--- config.mk ---
export PLATFORM = sky130hd
export DESIGN_NAME = forward_module
export DESIGN_NICKNAME = d
export VERILOG_FILES = /design/src/rtl/forward_module_pkg.sv /design/src/rtl/forward_module_sigmoid_pwl.sv /design/src/rtl/forward_module.sv
export SDC_FILE = /design/constraint.sdc
export NUM_CORES = 2
export LEC_CHECK = 0
export ABC_AREA = 1
export CAP_MARGIN = 20
export CORE_UTILIZATION = 65
export DETAILED_ROUTE_END_ITERATION = 8
export PLACE_DENSITY = 0.84
export SLEW_MARGIN = 20
export SYNTH_ARGS = -nofsm -noshare
export SYNTH_HDL_FRONTEND = slang
export SYNTH_SLANG_ARGS = --single-unit
--- constraint.sdc ---
create_clock -name clk -period 16.6 [get_ports clk]
set_clock_uncertainty 0.2 [all_clocks]
set_input_delay 4.98 -clock clk [delete_from_list [all_inputs] [get_ports clk]]
set_output_delay 4.98 -clock clk [all_outputs]
set_load 0.01 [all_outputs]
--- src/rtl/forward_module_pkg.sv ---
// Shared constants, FSM encoding and helpers for the Q-network forward pass.
// Q4.12 fixed point throughout; weight-store map bases live here.
package forward_module_pkg;

    localparam int FRAC_BITS = 12;
    localparam int N_IN      = 9;
    localparam int N_HID     = 5;
    localparam int N_OUT     = 4;

    localparam logic signed [15:0] ONE_Q   = 16'sd4096;
    localparam logic signed [15:0] SAT_MAX = 16'sh7FFF;
    localparam logic signed [15:0] SAT_MIN = 16'sh8000;

    localparam logic [6:0] W2_BASE = 7'd0;
    localparam logic [6:0] B2_BASE = 7'd45;
    localparam logic [6:0] W3_BASE = 7'd50;
    localparam logic [6:0] B3_BASE = 7'd70;

    typedef enum logic [1:0] {
        S_IDLE,
        S_RUN,
        S_ARGMAX,
        S_DONE
    } state_t;

    // Position of a read within the sequence: layer, neuron, step.
    typedef struct packed {
        logic       l3;
        logic [2:0] n;
        logic [2:0] s;
    } tag_t;

    function automatic logic signed [15:0] sat16(
        input logic signed [31:0] v
    );
        if (v > 32'sd32767)
            return SAT_MAX;
        else if (v < -32'sd32768)
            return SAT_MIN;
        else
            return v[15:0];
    endfunction

endpackage

--- src/rtl/forward_module_sigmoid_pwl.sv ---
// PLAN piecewise-linear sigmoid on Q4.12, shifts and adds only.
// Built on |x|; negative inputs mirror as 1.0 - y.
module sigmoid_pwl
    import forward_module_pkg::*;
(
    input  logic signed [15:0] x,
    output logic signed [15:0] y
);

    logic [15:0] ax;
    logic [15:0] yp;

    // Magnitude, segment select, then mirror for negative inputs.
    always_comb begin
        ax = x[15] ? 16'(-x) : 16'(x);
        if (ax >= 16'd20480)
            yp = 16'(ONE_Q);
        else if (ax >= 16'd9728)
            yp = (ax >> 5) + 16'd3456;
        else if (ax >= 16'd4096)
            yp = (ax >> 3) + 16'd2560;
        else
            yp = (ax >> 2) + 16'd2048;
        if (x == SAT_MIN)
            y = 16'sd0;
        else if (x[15])
            y = ONE_Q - $signed(yp);
        else
            y = $signed(yp);
    end

endmodule

--- src/rtl/forward_module.sv ---
// Forward pass of the 9/5/4 Q-network: serial MAC over an external
// weight store, sigmoid hidden layer, linear output, greedy argmax.
module forward_module
    import forward_module_pkg::*;
(
    input  logic               clk,
    input  logic               rst,
    input  logic               start,
    input  logic [3:0]         st,
    output logic               busy,
    output logic               done,
    output logic               st_err,
    output logic               w_rd,
    output logic [6:0]         w_addr,
    input  logic signed [15:0] w_data,
    output logic signed [15:0] a2_0,
    output logic signed [15:0] a2_1,
    output logic signed [15:0] a2_2,
    output logic signed [15:0] a2_3,
    output logic signed [15:0] a2_4,
    output logic signed [15:0] a3_0,
    output logic signed [15:0] a3_1,
    output logic signed [15:0] a3_2,
    output logic signed [15:0] a3_3,
    output logic [1:0]         act,
    output logic signed [15:0] maxq
);

    state_t state_q, state_d;
    logic [3:0] st_q, st_d;
    logic err_q, err_d;
    logic w_rd_q, w_rd_d;
    logic [6:0] w_addr_q, w_addr_d;
    tag_t iss_q, iss_d;
    logic iss_end_q, iss_end_d;
    tag_t rtag_q, rtag_d;
    logic dv_q, dv_d;
    tag_t dtag_q, dtag_d;
    logic signed [15:0] w2_q, w2_d;
    logic signed [31:0] acc_q, acc_d;
    logic signed [15:0] a2w_q [N_HID];
    logic signed [15:0] a2w_d [N_HID];
    logic signed [15:0] a3w_q [N_OUT];
    logic signed [15:0] a3w_d [N_OUT];
    logic signed [15:0] a2o_q [N_HID];
    logic signed [15:0] a2o_d [N_HID];
    logic signed [15:0] a3o_q [N_OUT];
    logic signed [15:0] a3o_d [N_OUT];
    logic [1:0] act_q, act_d;
    logic signed [15:0] maxq_q, maxq_d;

    logic signed [15:0] z2;
    logic signed [15:0] sig_y;
    logic signed [15:0] a2_sel;
    logic signed [31:0] acc_nx;
    logic [1:0] best_i;
    logic signed [15:0] best_v;
    logic [3:0] st_eff;
    logic [6:0] n7;
    logic [6:0] s7;

    sigmoid_pwl u_sig (
        .x (z2),
        .y (sig_y)
    );

    // Hidden pre-activation and output-layer MAC step on returning data.
    always_comb begin
        z2 = sat16(32'(w2_q) + 32'(w_data));
        unique case (dtag_q.s)
            3'd1:    a2_sel = a2w_q[0];
            3'd2:    a2_sel = a2w_q[1];
            3'd3:    a2_sel = a2w_q[2];
            3'd4:    a2_sel = a2w_q[3];
            3'd5:    a2_sel = a2w_q[4];
            default: a2_sel = 16'sd0;
        endcase
        acc_nx = acc_q + 32'(w_data) * 32'(a2_sel);
    end

    // Greedy action: strictly greater wins, ties keep the lower index.
    always_comb begin
        best_i = 2'd0;
        best_v = a3w_q[0];
        for (int k = 1; k < N_OUT; k++) begin
            if (a3w_q[k] > best_v) begin
                best_i = 2'(k);
                best_v = a3w_q[k];
            end
        end
    end

    // FSM, read issue sequencer, data consumption and output load.
    always_comb begin
        state_d   = state_q;
        st_d      = st_q;
        err_d     = err_q;
        w_rd_d    = 1'b0;
        w_addr_d  = 7'd0;
        iss_d     = iss_q;
        iss_end_d = iss_end_q;
        rtag_d    = iss_q;
        dv_d      = w_rd_q;
        dtag_d    = rtag_q;
        w2_d      = w2_q;
        acc_d     = acc_q;
        a2w_d     = a2w_q;
        a3w_d     = a3w_q;
        a2o_d     = a2o_q;
        a3o_d     = a3o_q;
        act_d     = act_q;
        maxq_d    = maxq_q;
        st_eff    = err_q ? 4'd0 : st_q;
        n7        = {4'd0, iss_q.n};
        s7        = {4'd0, iss_q.s};

        unique case (state_q)
            S_IDLE: begin
                if (start) begin
                    state_d   = S_RUN;
                    st_d      = st;
                    err_d     = (st > 4'(N_IN - 1));
                    iss_d     = '0;
                    iss_end_d = 1'b0;
                end
            end
            S_RUN: begin
                if (!iss_end_q) begin
                    w_rd_d = 1'b1;
                    if (!iss_q.l3) begin
                        if (iss_q.s == 3'd0)
                            w_addr_d = W2_BASE + n7 * 7'd9
                                     + {3'd0, st_eff};
                        else
                            w_addr_d = B2_BASE + n7;
                        if (iss_q.s == 3'd1) begin
                            iss_d.s = 3'd0;
                            if (iss_q.n == 3'(N_HID - 1)) begin
                                iss_d.l3 = 1'b1;
                                iss_d.n  = 3'd0;
                            end else begin
                                iss_d.n = iss_q.n + 3'd1;
                            end
                        end else begin
                            iss_d.s = 3'd1;
                        end
                    end else begin
                        if (iss_q.s == 3'd0)
                            w_addr_d = B3_BASE + n7;
                        else
                            w_addr_d = W3_BASE + n7 * 7'd5
                                     + s7 - 7'd1;
                        if (iss_q.s == 3'd5) begin
                            iss_d.s = 3'd0;
                            if (iss_q.n == 3'(N_OUT - 1))
                                iss_end_d = 1'b1;
                            else
                                iss_d.n = iss_q.n + 3'd1;
                        end else begin
                            iss_d.s = iss_q.s + 3'd1;
                        end
                    end
                end
                if (dv_q) begin
                    if (!dtag_q.l3) begin
                        if (dtag_q.s == 3'd0) begin
                            w2_d = err_q ? 16'sd0 : w_data;
                        end else begin
                            for (int i = 0; i < N_HID; i++)
                                if (dtag_q.n == 3'(i))
                                    a2w_d[i] = sig_y;
                        end
                    end else if (dtag_q.s == 3'd0) begin
                        acc_d = 32'(w_data) <<< FRAC_BITS;
                    end else begin
                        acc_d = acc_nx;
                        if (dtag_q.s == 3'd5) begin
                            for (int k = 0; k < N_OUT; k++)
                                if (dtag_q.n == 3'(k))
                                    a3w_d[k] = sat16(
                                        acc_nx >>> FRAC_BITS);
                            if (dtag_q.n == 3'(N_OUT - 1))
                                state_d = S_ARGMAX;
                        end
                    end
                end
            end
            S_ARGMAX: begin
                state_d = S_DONE;
                a2o_d   = a2w_q;
                a3o_d   = a3w_q;
                act_d   = best_i;
                maxq_d  = best_v;
            end
            S_DONE: begin
                state_d = S_IDLE;
            end
            default: begin
                state_d = S_IDLE;
            end
        endcase
    end

    // State and datapath registers; reset aborts any run in progress.
    always_ff @(posedge clk) begin
        if (rst) begin
            state_q   <= S_IDLE;
            st_q      <= 4'd0;
            err_q     <= 1'b0;
            w_rd_q    <= 1'b0;
            w_addr_q  <= 7'd0;
            iss_q     <= '0;
            iss_end_q <= 1'b0;
            rtag_q    <= '0;
            dv_q      <= 1'b0;
            dtag_q    <= '0;
            w2_q      <= 16'sd0;
            acc_q     <= 32'sd0;
            a2w_q     <= '{default: 16'sd0};
            a3w_q     <= '{default: 16'sd0};
            a2o_q     <= '{default: 16'sd0};
            a3o_q     <= '{default: 16'sd0};
            act_q     <= 2'd0;
            maxq_q    <= 16'sd0;
        end else begin
            state_q   <= state_d;
            st_q      <= st_d;
            err_q     <= err_d;
            w_rd_q    <= w_rd_d;
            w_addr_q  <= w_addr_d;
            iss_q     <= iss_d;
            iss_end_q <= iss_end_d;
            rtag_q    <= rtag_d;
            dv_q      <= dv_d;
            dtag_q    <= dtag_d;
            w2_q      <= w2_d;
            acc_q     <= acc_d;
            a2w_q     <= a2w_d;
            a3w_q     <= a3w_d;
            a2o_q     <= a2o_d;
            a3o_q     <= a3o_d;
            act_q     <= act_d;
            maxq_q    <= maxq_d;
        end
    end

    assign busy   = (state_q == S_RUN) || (state_q == S_ARGMAX);
    assign done   = (state_q == S_DONE);
    assign st_err = err_q;
    assign w_rd   = w_rd_q;
    assign w_addr = w_addr_q;
    assign a2_0   = a2o_q[0];
    assign a2_1   = a2o_q[1];
    assign a2_2   = a2o_q[2];
    assign a2_3   = a2o_q[3];
    assign a2_4   = a2o_q[4];
    assign a3_0   = a3o_q[0];
    assign a3_1   = a3o_q[1];
    assign a3_2   = a3o_q[2];
    assign a3_3   = a3o_q[3];
    assign act    = act_q;
    assign maxq   = maxq_q;

endmodule

; Yosys cells after proc, flatten, opt, wreduce, memory -nomap -nowiden
; Index checks and enable logic that the tools add are counted.
[totals]
word_cells = 170
inputBits = 23
regBits = 392
output_inout_bits = 173
[classes]
n_bitwise = 3
add_sub_neg = 15
n_mul = 3
reduce_logical = 24
n_mux = 49
n_eq_ne = 27
n_lt_le_gt_ge = 11
[op_table]
columns = cell, count
row1 = 16-bit 2-to-1 mux, 14
row2 = 16-bit one-hot mux with 5 select lines, 1
row3 = 16-bit greater-than comparator, 3
row4 = 6-bit AND reduction, 6
row5 = 7-bit 2-to-1 mux, 5
row6 = 32-bit adder, 1
row7 = 16-bit by 16-bit multiplier with 32-bit output, 1
row8 = 32-bit 2-to-1 mux, 1
row9 = 5-bit AND reduction, 5
row10 = 20-bit by 16-bit greater-than comparator with 1-bit output (second input constant), 1
row11 = 20-bit by 16-bit less-than comparator with 1-bit output (second input constant), 1
row12 = 16-bit by 16-bit adder with 17-bit output, 1
row13 = 17-bit by 16-bit greater-than comparator with 1-bit output (second input constant), 1
row14 = 17-bit by 16-bit less-than comparator with 1-bit output (second input constant), 1
row15 = 16-bit equality test (second input constant), 1
row16 = 16-bit by 13-bit >= comparator with 1-bit output (second input constant), 1
row17 = 16-bit by 14-bit >= comparator with 1-bit output (second input constant), 1
row18 = 16-bit by 15-bit >= comparator with 1-bit output (second input constant), 1
row19 = 2-bit 2-to-1 mux, 8
row20 = 16-bit negation, 1
row21 = 14-bit by 16-bit subtractor with 16-bit output (first input constant), 1
row22 = 14-bit by 12-bit adder with 15-bit output (second input constant), 1
row23 = 3-bit by 2-bit equality test with 1-bit output (second input constant), 5
row24 = 3-bit equality test (second input constant), 5
row25 = other kinds (34), 65

; Depth between registers and ports, before layout
[logic_depth]
depth_word = 13
depth_mapped = 46
mapped_depth_nobuf = 43

; Cells and area by module
; Synthesis repeated with hierarchy kept, for this count alone.
[hier_totals]
cells_unflattened = 4185
area_unflattened_um2 = 31079.8
[modules_own_cells]
columns = mod, area_per_inst_um2, cells_per_inst, seq_area_each_um2, instances
row1 = forward_module, 29303.1, 3856, 7847.5, 1
row2 = sigmoid_pwl, 1776.7, 329, 0.0, 1

; Worst setup path before layout
; Ideal clock, no wire load.
[synth_timing]
kind = input to register
from = input w_data[6]
to = register a3w_q[21] (netlist name)
arrival_ns = 11.353
path_buffers = 2
stages = 32
setup_ns = 0.057
t_required_ns = 16.343
setup_slack_ns = 4.990
path_cell_list = buf_1 clkinv_1 nor2_1 fa_1 inv_1 fa_1 fa_1 fa_1 inv_1 fa_1 inv_1 fa_1 inv_1 ha_1 a21oi_1 inv_1 a31oi_1 o21ai_1 a21boi_0 o21ai_1 a21oi_1 o21ai_1 nand2_1 nand2_1 xor2_1 nand3_1 nand2_1 clkbuf_1 nand2_1 nand2_1 o21ai_0 inv_1
[synth_between]
elab_chain_len = 5
word_cells_on_any_way = 6
classes_between = 1 x add/sub / 1 x mul / 2 x order compare / 2 x mux
[synth_lines]
columns = element, line
row1 = start: declaration, forward_module.sv:15  ; input logic signed [15:0] w_data,
row2 = 16-bit by 16-bit multiplier with 32-bit output (*), forward_module.sv:78  ; acc_nx = acc_q + 32'(w_data) * 32'(a2_sel);
row3 = 32-bit adder (*), forward_module.sv:78
row4 = 20-bit by 16-bit less-than comparator with 1-bit output, forward_module_pkg.sv:38  ; else if (v < -32'sd32768)
row5 = 16-bit 2-to-1 mux, forward_module_pkg.sv:38
row6 = 16-bit 2-to-1 mux (*), forward_module_pkg.sv:36  ; if (v > 32'sd32767)
row7 = end signal: assignment, forward_module.sv:239  ; a3w_q <= a3w_d;
row8 = end: declaration, forward_module.sv:43  ; logic signed [15:0] a3w_q [N_OUT];
; Every way passes the cells marked *; elsewhere a longest branch is shown, timed or not.
; A chain may end at the register's enable or synchronous reset.

; Final worst setup path
[layout_timing]
from = input w_data[6]
to = register a3w_q[59] (netlist name)
; Same word-level chain as after synthesis.

==> run_results.csv <==
group,metric,value,unit
synthesis,yosys_register_bits,392,
critical_path,rr_startpoint,"dtag_q[2]",
critical_path,cp.required,16.85,ns
worst_hold_path,whs_endpoint,"dtag_q[3]",
global_route,grt_pass1_wl,140000,um
clocking,htree_levels,2,
synthesis,synth_xor_xnor_area_share,1.46,%
routing,via_per_inst,5.84,
timing,relSlewSlack,27.3,%
worst_hold_path,hold_depth,2,
global_route,groute.usage.overall,38.2,%
global_route,grt_max_degree,250,
layout,syn_to_final_growth,12.7,%
power,power_density,91.3,nW/um2
synthesis,synth_edf_count,0,
floorplan,dieHeight,217,um
floorplan,dieArea,46900,um2
timing,min_period,12.97,ns
clocking,cts-resized-gates,0,
routing,detail-route-antenna-nets,0,
critical_path,arrival,13.22,ns
synthesis,synth_simple_gate_area_share,17.2,%
place,dpl.hpwl,65900,um
layout,layout.nets,4527,
timing,worstMarginPinSlew,1.08,ns
place,gp_congestion,1.02,
clocking,clock_latency,0.58,ns
synthesis,synthCells,3914,
synthesis,seq_area_frac_synth,26.2,%
routing,drtIter0Drc,2931,
layout,largest_reg_flops,80,
critical_path,path_max_fanout,15,
synthesis,synth_fa_ha_area_share,28.2,%
timing,rsz0062_at_grt,"false",
critical_path,rr_endpoint,"a3w_q[59]",
clocking,cts_buffer_depth,3,
worst_hold_path,hold_class,"reg -> reg",
timing,drv_slew,0,
floorplan,coreArea,45400,um2
synthesis,synthMuxAreaShare,0,%
routing,vias,27100,
synthesis,syn_area_per_cell,7.64,um2
global_route,grt_pass1_vias,26100,
timing,fin_setup_tns,0,ns
critical_path,crit_type,"in -> reg",
critical_path,worst_setup_path_start_kind,"input pin",
layout,fillCellCount,3476,
synthesis,async_reset_ff_share,0,%
synthesis,synth_ff_type,"dfxtp_1",
job,drv_cap,0,
floorplan,fp.dieW,217,um
clocking,cts_tree,"done",
floorplan,start_util,65.9,%
layout,post-route-util,74.3,%
synthesis,synth_top_family_by_area,"adder cells",
synthesis,synth-compound-area-share,15.8,%
critical_path,cp_slowest_cell,"clkdlybuf4s50_1",
power,leakage,16.7,nW
synthesis,synth_area_leaders,"dfxtp_1 (26%), fa_1 (20%), inv_1 (8.4%)",
floorplan,num_io_pins,196,
outcome,status,"complete, no violations",
clocking,root_buffer,"clkbuf_16",
timing,fmax,77.1,MHz
timing,timing.hold.ws,0.193,ns
layout,top_register,"a2w_q",
routing,wl_per_cell,18.9,um
synthesis,syn-num-nets,4433,
synthesis,synthesis.area,29900,um2
layout,largest_registers,"a2w_q: 80 flops, a3w_q: 64 flops, acc_q: 32 flops",
global_route,antenna_found_initial,0,
synthesis,synth.largest_area_cell,"dfxtp_1",
floorplan,rows,78,
timing,hold_viol_final,0,
critical_path,rrSetupSlack,6.25,ns
synthesis,yosys-top-cells-count,"inv_1 (669), nand2_1 (594), nor2_1 (397)",
synthesis,netlist.area_leader.share,26.2,%
clocking,numCtsBuffers,41,
power,ir_worst_vdd,0.175,mV
clocking,numClockSinks,392,
routing,drc,0,
synthesis,synth_most_common_cell,"inv_1",
timing,setup_violations,0,
clocking,post_cts_buffers,0,
synthesis,ys.warnings.count,0,
critical_path,critPathMaxStageDelay,0.81,ns
clocking,path_clk_slew,0.06,ns
synthesis,yosysUniqueCellTypes,56,
layout,fin_cells,4640,
critical_path,endpoint_kind,"flop",
place,port_buffers,195,
timing,finalCritPeriodShare,78.1,%
critical_path,startpoint,"w_data[6]",
routing,firstDrtPassIters,6,
worst_hold_path,hold_path.startpoint,"dtag_d[3]",
layout,layout-drive-gt1-share,4.90,%
routing,drt-total-wl,87500,um
critical_path,reg2reg_depth,36,
global_route,grt-ovfl-total,0,
clocking,cts_hold_buf,0,
place,numPlacedInstances,4563,
-- kinds of logic (layout without fill, tap and decap cells) --
group,count (synthesis),count (layout)
AOI/OAI and AO/OA,884,884
xor gates and xnor gates,50,50
adders and majority gates,496,496
buffers and inverters,876,1001
DFF,392,392
other,0,1
and+or+nand+nor,1216,1216
-- cell type report --
| cell class | instances | area (um2) | share of cell area (%) |
|---|---|---|---|
| Antenna cell | 1 | 2.50 | 0.00742 |
| Clock buffer | 58 | 1200 | 3.56 |
| Clock inverter | 16 | 262 | 0.776 |
| Inverter | 699 | 2630 | 7.80 |
| Multi-Input combinational cell | 2646 | 18800 | 55.7 |
| Sequential cell | 392 | 7850 | 23.3 |
| Tap cell | 600 | 751 | 2.23 |
| Timing Repair Buffer | 228 | 2240 | 6.64 |
-- layout by cell type (no fill, tap or decap), types with 6 or more instances in the layout --
cell	n
nand2_1	594
a221oi_1	6
inv_1	668
nand2_2	28
nand4_1	16
nand3_1	93
nor3_1	20
clkinv_1	16
nor2_2	7
o21ai_0	390
xor2_1	23
dfxtp_1	392
clkdlybuf4s50_1	194
nand3_2	18
and2_1	6
o21bai_1	6
o22ai_1	6
buf_4	31
a21oi_1	373
xnor2_1	27
o21ai_1	11
ha_1	199
clkbuf_1	7
a211oi_1	11
a32o_1	6
nand2_4	8
clkbuf_8	9
nor2_1	397
clkbuf_16	42
bufinv_16	6
inv_2	14
fa_1	296
o211ai_1	30
nand3b_1	9
a31oi_1	18
-- report_power, final --
part | internal (W) | total (W) | switching [W]
Clock | 0.000601 | 0.00101 | 0.000405
Sequential | 0.00107 | 0.00115 | 0.0000853
Combinational | 0.000366 | 0.000917 | 0.000551
-- routing by layer --
layer | vias up | GRT usage, % | part of all wire [%]
li1 | 12600 | - | -
met1 | 12700 | 49.3 | 39
met2 | 1515 | 59.8 | 45
met3 | 326 | 7.97 | 10
met4 | 0 | 21.5 | 6.1
met5 | - | 0 | 0
-- worst max path at each step --
stage	cells past startpoint	slack (ns)	to
global route	26	3.18	a3w_q[59]
detailed placement	31	3.28	a3w_q[16]
CTS	31	3.83	a3w_q[16]
global placement	26	3.40	a3w_q[38]
floorplan	32	4.99	a3w_q[21]
finish	31	3.63	a3w_q[59]
-- metrics by stage --
stage	instance area (um2)	total power, W	setup WS [ns]
after floorplan	29900	0.00167	4.99
after global placement	32200	0.00205	3.40
after detailed placement	32200	0.00207	3.28
after CTS	33700	0.00307	3.83
after global routing	33700	0.00322	3.18
final	33700	0.00308	3.63
-- worst max-delay path: cells and delay by family --
family | cells | cell delay (ns)
AO/OA/AOI/OAI | 8 | 1.83
XOR/XNOR | 1 | 0.18
adder cells (fa/ha/maj) | 7 | 3.21
buffers and inverters | 8 | 1.60
AND/OR/NAND/NOR | 7 | 1.41
(Power assumes the default switching activity.)
